<file path="config.mk">
export PLATFORM = sky130hd
export DESIGN_NAME = multicycle_controller_flat
export DESIGN_NICKNAME = d
export VERILOG_FILES = /design/src/rtl/multicycle_controller_if.sv /design/src/rtl/multicycle_controller.sv /design/src/flat_wrapper.sv
export SDC_FILE = /design/constraint.sdc
export NUM_CORES = 1
export LEC_CHECK = 0
export ABC_AREA = 1
export BUFFER_PORTS_ARGS = -buffer_cell sky130_fd_sc_hd__clkbuf_2
export CORE_UTILIZATION = 49
export DETAILED_ROUTE_END_ITERATION = 8
export PLACE_DENSITY = 0.81
export SLEW_MARGIN = 20
export SYNTH_ARGS = -nofsm -noshare
export SYNTH_HDL_FRONTEND = slang
export SYNTH_SLANG_ARGS = --single-unit
</file>
<file path="constraint.sdc">
create_clock -name clk -period 1.8 [get_ports clk]
set_clock_uncertainty 0.05 [all_clocks]
set_input_delay 0.36 -clock clk [delete_from_list [all_inputs] [get_ports clk]]
set_output_delay 0.36 -clock clk [all_outputs]
set_load 0.02 [all_outputs]
</file>
<file path="src/rtl/multicycle_controller_if.sv">
// Control bundle between the multicycle MIPS controller (master) and its datapath (slave).
// Carries the IR fields and ALU zero flag in, and every datapath enable and mux select out.
interface multicycle_controller_if;
  logic [5:0] op;
  logic [5:0] funct;
  logic       zero;
  logic       pcen;
  logic       memwrite;
  logic       irwrite;
  logic       regwrite;
  logic       iord;
  logic       memtoreg;
  logic       regdst;
  logic       alusrca;
  logic [1:0] alusrcb;
  logic [1:0] pcsrc;
  logic [2:0] alucontrol;
  logic [3:0] state;

  modport master (
    input  op, funct, zero,
    output pcen, memwrite, irwrite, regwrite, iord, memtoreg, regdst, alusrca,
    output alusrcb, pcsrc, alucontrol, state
  );

  modport slave (
    output op, funct, zero,
    input  pcen, memwrite, irwrite, regwrite, iord, memtoreg, regdst, alusrca,
    input  alusrcb, pcsrc, alucontrol, state
  );
endinterface

</file>
<file path="src/rtl/multicycle_controller.sv">
// Moore control FSM and ALU function decoder for the multicycle MIPS core.
// Per-state controls are registered alongside the state; write enables are gated by reset.
module multicycle_controller (
  input  logic                   clk,
  input  logic                   reset,
  multicycle_controller_if.master bus
);

  typedef enum logic [3:0] {
    StFetch   = 4'd0,
    StDecode  = 4'd1,
    StMemAdr  = 4'd2,
    StMemRd   = 4'd3,
    StMemWb   = 4'd4,
    StMemWr   = 4'd5,
    StRtypeEx = 4'd6,
    StRtypeWb = 4'd7,
    StBeqEx   = 4'd8,
    StAddiEx  = 4'd9,
    StAddiWb  = 4'd10,
    StJEx     = 4'd11,
    StBneEx   = 4'd12
  } state_e;

  typedef struct packed {
    logic       pcwrite;
    logic       branch;
    logic       bne;
    logic       irwrite;
    logic       memwrite;
    logic       regwrite;
    logic       iord;
    logic       memtoreg;
    logic       regdst;
    logic       alusrca;
    logic [1:0] alusrcb;
    logic [1:0] pcsrc;
    logic [1:0] aluop;
  } ctl_t;

  localparam logic [5:0] OpR    = 6'b000000;
  localparam logic [5:0] OpLw   = 6'b100011;
  localparam logic [5:0] OpSw   = 6'b101011;
  localparam logic [5:0] OpBeq  = 6'b000100;
  localparam logic [5:0] OpBne  = 6'b000101;
  localparam logic [5:0] OpAddi = 6'b001000;
  localparam logic [5:0] OpJ    = 6'b000010;

  state_e state_q, state_d;
  ctl_t   ctl_q, ctl_d;
  logic [2:0] alu_control;

  function automatic ctl_t decode(state_e s);
    ctl_t c;
    c = '0;
    case (s)
      StFetch:   begin c.alusrcb = 2'b01; c.irwrite = 1'b1; c.pcwrite = 1'b1; end
      StDecode:  c.alusrcb = 2'b11;
      StMemAdr:  begin c.alusrca = 1'b1; c.alusrcb = 2'b10; end
      StMemRd:   c.iord = 1'b1;
      StMemWb:   begin c.memtoreg = 1'b1; c.regwrite = 1'b1; end
      StMemWr:   begin c.iord = 1'b1; c.memwrite = 1'b1; end
      StRtypeEx: begin c.alusrca = 1'b1; c.aluop = 2'b10; end
      StRtypeWb: begin c.regdst = 1'b1; c.regwrite = 1'b1; end
      StBeqEx:   begin c.alusrca = 1'b1; c.aluop = 2'b01; c.pcsrc = 2'b01; c.branch = 1'b1; end
      StBneEx:   begin c.alusrca = 1'b1; c.aluop = 2'b01; c.pcsrc = 2'b01; c.bne = 1'b1; end
      StAddiEx:  begin c.alusrca = 1'b1; c.alusrcb = 2'b10; end
      StAddiWb:  c.regwrite = 1'b1;
      StJEx:     begin c.pcsrc = 2'b10; c.pcwrite = 1'b1; end
      default:   c = '0;
    endcase
    return c;
  endfunction

  always_comb begin
    state_d = StFetch;
    case (state_q)
      StFetch:   state_d = StDecode;
      StDecode: begin
        case (bus.op)
          OpLw, OpSw: state_d = StMemAdr;
          OpR:        state_d = StRtypeEx;
          OpBeq:      state_d = StBeqEx;
          OpBne:      state_d = StBneEx;
          OpAddi:     state_d = StAddiEx;
          OpJ:        state_d = StJEx;
          default:    state_d = StFetch;
        endcase
      end
      StMemAdr:  state_d = (bus.op == OpSw) ? StMemWr : StMemRd;
      StMemRd:   state_d = StMemWb;
      StRtypeEx: state_d = StRtypeWb;
      StAddiEx:  state_d = StAddiWb;
      default:   state_d = StFetch;
    endcase
  end

  // Controls are registered with the state so outputs come straight from flops.
  always_comb begin
    ctl_d = decode(state_d);
  end

  always_ff @(posedge clk) begin
    if (reset) begin
      state_q <= StFetch;
      ctl_q   <= decode(StFetch);
    end else begin
      state_q <= state_d;
      ctl_q   <= ctl_d;
    end
  end

  always_comb begin
    alu_control = 3'b010;
    case (ctl_q.aluop)
      2'b01: alu_control = 3'b110;
      2'b10: begin
        case (bus.funct)
          6'b100000: alu_control = 3'b010;
          6'b100010: alu_control = 3'b110;
          6'b100100: alu_control = 3'b000;
          6'b100101: alu_control = 3'b001;
          6'b101010: alu_control = 3'b111;
          default:   alu_control = 3'b010;
        endcase
      end
      default: alu_control = 3'b010;
    endcase
  end

  // Branch qualification uses the live zero flag; reset kills every write at once.
  assign bus.pcen = ~reset & (ctl_q.pcwrite | (ctl_q.branch & bus.zero) |
                              (ctl_q.bne & ~bus.zero));
  assign bus.memwrite   = ~reset & ctl_q.memwrite;
  assign bus.irwrite    = ~reset & ctl_q.irwrite;
  assign bus.regwrite   = ~reset & ctl_q.regwrite;
  assign bus.iord       = ctl_q.iord;
  assign bus.memtoreg   = ctl_q.memtoreg;
  assign bus.regdst     = ctl_q.regdst;
  assign bus.alusrca    = ctl_q.alusrca;
  assign bus.alusrcb    = ctl_q.alusrcb;
  assign bus.pcsrc      = ctl_q.pcsrc;
  assign bus.alucontrol = alu_control;
  assign bus.state      = state_q;

endmodule

</file>
<file path="src/flat_wrapper.sv">
// flat-port wrapper written by rule: the top's interface ports become plain ports
module multicycle_controller_flat 
  (clk, reset, bus_op, bus_funct, bus_zero, bus_pcen, bus_memwrite, bus_irwrite, bus_regwrite, bus_iord, bus_memtoreg, bus_regdst, bus_alusrca, bus_alusrcb, bus_pcsrc, bus_alucontrol, bus_state);
  multicycle_controller_if bus_i ();
  input  logic clk;
  input  logic reset;
  input wire logic [$bits(bus_i.op)-1:0] bus_op;
  input wire logic [$bits(bus_i.funct)-1:0] bus_funct;
  input wire logic [$bits(bus_i.zero)-1:0] bus_zero;
  output wire logic [$bits(bus_i.pcen)-1:0] bus_pcen;
  output wire logic [$bits(bus_i.memwrite)-1:0] bus_memwrite;
  output wire logic [$bits(bus_i.irwrite)-1:0] bus_irwrite;
  output wire logic [$bits(bus_i.regwrite)-1:0] bus_regwrite;
  output wire logic [$bits(bus_i.iord)-1:0] bus_iord;
  output wire logic [$bits(bus_i.memtoreg)-1:0] bus_memtoreg;
  output wire logic [$bits(bus_i.regdst)-1:0] bus_regdst;
  output wire logic [$bits(bus_i.alusrca)-1:0] bus_alusrca;
  output wire logic [$bits(bus_i.alusrcb)-1:0] bus_alusrcb;
  output wire logic [$bits(bus_i.pcsrc)-1:0] bus_pcsrc;
  output wire logic [$bits(bus_i.alucontrol)-1:0] bus_alucontrol;
  output wire logic [$bits(bus_i.state)-1:0] bus_state;
  assign bus_i.op = bus_op;
  assign bus_i.funct = bus_funct;
  assign bus_i.zero = bus_zero;
  assign bus_pcen = bus_i.pcen;
  assign bus_memwrite = bus_i.memwrite;
  assign bus_irwrite = bus_i.irwrite;
  assign bus_regwrite = bus_i.regwrite;
  assign bus_iord = bus_i.iord;
  assign bus_memtoreg = bus_i.memtoreg;
  assign bus_regdst = bus_i.regdst;
  assign bus_alusrca = bus_i.alusrca;
  assign bus_alusrcb = bus_i.alusrcb;
  assign bus_pcsrc = bus_i.pcsrc;
  assign bus_alucontrol = bus_i.alucontrol;
  assign bus_state = bus_i.state;
  multicycle_controller u_core (.clk(clk), .reset(reset), .bus(bus_i));
endmodule
</file>
==> metrics.txt <==
number of buffers created by CTS 3; WL/cell ~9.9 microns; Post-synth EDFFs 0; top-area cell type share of the netlist area 0.374; Period minus WS final 1740 ps; M1 GR Usage 0.237; crit path capture type output pin; remaining antenna violation count after routing 0; Initial Util 0.534; final setup vio count 0; antenna violations before repair 0; busiest grt layer met2; Syn Area/Cell between 6 and 7 sq um; dpl cells 212; Synth Flop Type dfxtp_1; hold path cells 2; critical path startpoint category flop; Die Span X 48.7 microns; CTS Root Buffer Type clkbuf_4; min-delay src reset; Syn Nets roughly 170; crit path buf inv count 3; final cell count without fillers 216; final hold violations 0; status completed; vias per inst about 4.7; share of layout cells above drive strength 1 0.344; synth unique cells 24; # Post-CTS Setup Buffers 0; post-DP HPWL 1.73 mm; total number of vias 1018; RSZ-0062 raised after global routing no; CP top delay family flip-flops; #FFs+latches synth 20; synth cell count leaders 30 x nor2_1, 26 x inv_1, 22 x nand2_1; Syn. warnings 0; most common cell in the netlist nor2_1; slowest CP cell dfxtp_2; area of the core roughly 0.002 sq mm; maximum vdd drop 625 uV; total grt overflow 0; starting DRC count in detailed routing 31; Max H-tree Level 1; CTS tree built; GR Layer Usage met3 0.0346; clock buffer depth 2; I/O pins 34; worst hold path class in2reg; Arr. time, crit path 1330 ps; fraction of registers with async set/reset 0; worst r2r dst u_core.bus.alusrca$_SDFF_PP0_; reg2reg start u_core.bus.state[1]$_SDFF_PP0_; Yosys top cell by area dfxtp_1; FP Rows 16; Rel. slew slack 0.796; Leak 0.705 nW; total chip power 0.969 mW; path length in cells of the critical path 7; first-pass GRT wire length a little under 4 mm; crit-path cells inv_2 > ha_2 > nand3_2 > nand2_1 > inv_1 > nor2_1 > buf_4; R2R setup slack 180 ps; Max Clk Rate 0.573 GHz; Syn Inst Count 157; PortBufs 33; Total GRT Usage 0.205; largest net degree at the start of global routing 14; pwr/cell area between 700 and 800 mW/mm^2; Slew @ Worst Pin 305 ps; WHS Endpoint u_core.bus.alusrca$_SDFF_PP0_; Nets 207; CTS Sinks 20; final slew viol count 0; GR Layer Usage met2 0.377; Crit Path Category reg2out; Reg2Reg Depth 11; Placer Congestion 0.929; main area contributors after synthesis dfxtp_1 37%, nor2_1 11%, inv_1 9.1%, nand2_1 7.7%, nand3_1 7.0%; Worst EP required around 1400 ps; Syn Std Cell Area 0.00107 sq mm; largest fanout on the critical path 3; Fin Setup TNS 0 ps; Clock Latency Late Sink 300 ps; Antenna diodes 0; die footprint 0.00237 sq mm; Clk pin slew, worst setup/hold paths 120 ps; DRC Markers 0; register area share after synthesis 0.374; die height 48.7 microns; hold_buf cts 0; Routed WL 2.15 mm; vias in the first global route 1000; First-pass DRT Iterations 4; Max Cap Viol 0; fin crit share 0.969; worst slack, placed 134 ps; area grow syn2layout 21.4%; post-CTS sizing 0; final setup margin 55.9 ps; Worst path max stage delay 350 ps
flip-flops by register name, indices dropped and copies added, names as in the netlist:
register             count
u_core.bus.regdst        1
u_core.bus.state         4
u_core.ctl_q             8
u_core.bus.alusrca       1
u_core.bus.pcsrc         2
u_core.bus.memtoreg      1
u_core.bus.iord          1
u_core.bus.alusrcb       2
power by group:
part           internal [mW]  switching (mW)  total, mW
clock network          0.225           0.138      0.363
registers              0.456         0.00811      0.464
logic                 0.0497          0.0923      0.142
total                  0.731           0.239      0.969
layout by cell type (no fill, tap or decap), drive strengths merged:
cell type,synthesis,final
a21oi,6,6
nand2,31,31
nand3,16,16
nor2,36,36
o21ai,1,1
buf,4,2
inv,30,30
dfxtp,20,20
ha,2,2
or2,1,1
clkbuf,1,34
a31oi,1,1
o22ai,1,1
bufinv,0,1
nand4,1,1
nor3,6,6
metrics by stage:
stage	hold WS, ps	util	area (sq um)
after global placement	517	0.617	1230
after detailed placement	523	0.617	1230
after CTS	368	0.643	1290
after floorplan	383	-	1070
final	362	0.649	1300
after global routing	387	0.649	1300
kinds of logic (layout without fill, tap and decap cells):
family	count (synthesis)	count (layout)	share of synthesized area
AOI/OAI and AO/OA	9	9	0.0515
buffers and inverters	35	67	0.137
and+or+nand+nor	91	91	0.414
adders and majority gates	2	2	0.0234
DFF	20	20	0.374
routing by layer:
| metal | wire (microns) | share of wire |
|---|---|---|
| met5 | 0 | 0 |
| met4 | 35 | 0.016 |
| met3 | 130 | 0.061 |
| met1 | 940 | 0.44 |
| met2 | 1040 | 0.48 |
worst max path at each step:
stage	from	end	slack, ps
floorplan	u_core.bus.state[1]$_SDFF_PP0_	u_core.bus.alusrca$_SDFF_PP0_	230
global placement	bus_op[5]	u_core.ctl_q[15]$_SDFF_PP1_	160
detailed placement	bus_op[5]	u_core.ctl_q[15]$_SDFF_PP1_	130
CTS	u_core.ctl_q[0]$_SDFF_PP0_	bus_alucontrol[1]	3
global route	u_core.ctl_q[0]$_SDFF_PP0_	bus_alucontrol[2]	2
finish	u_core.ctl_q[0]$_SDFF_PP0_	bus_alucontrol[2]	60
final cells by class:
cell class	instances	area, sq um
flip-flops and latches	20	402
clock buffers	3	22.5
well taps	27	33.8
fillers	179	703
multi-input cells	102	531
repair buffers	33	168
clock inverters	1	30.0
inverters	30	113
Note: power is estimated with default switching activity, not from simulation.
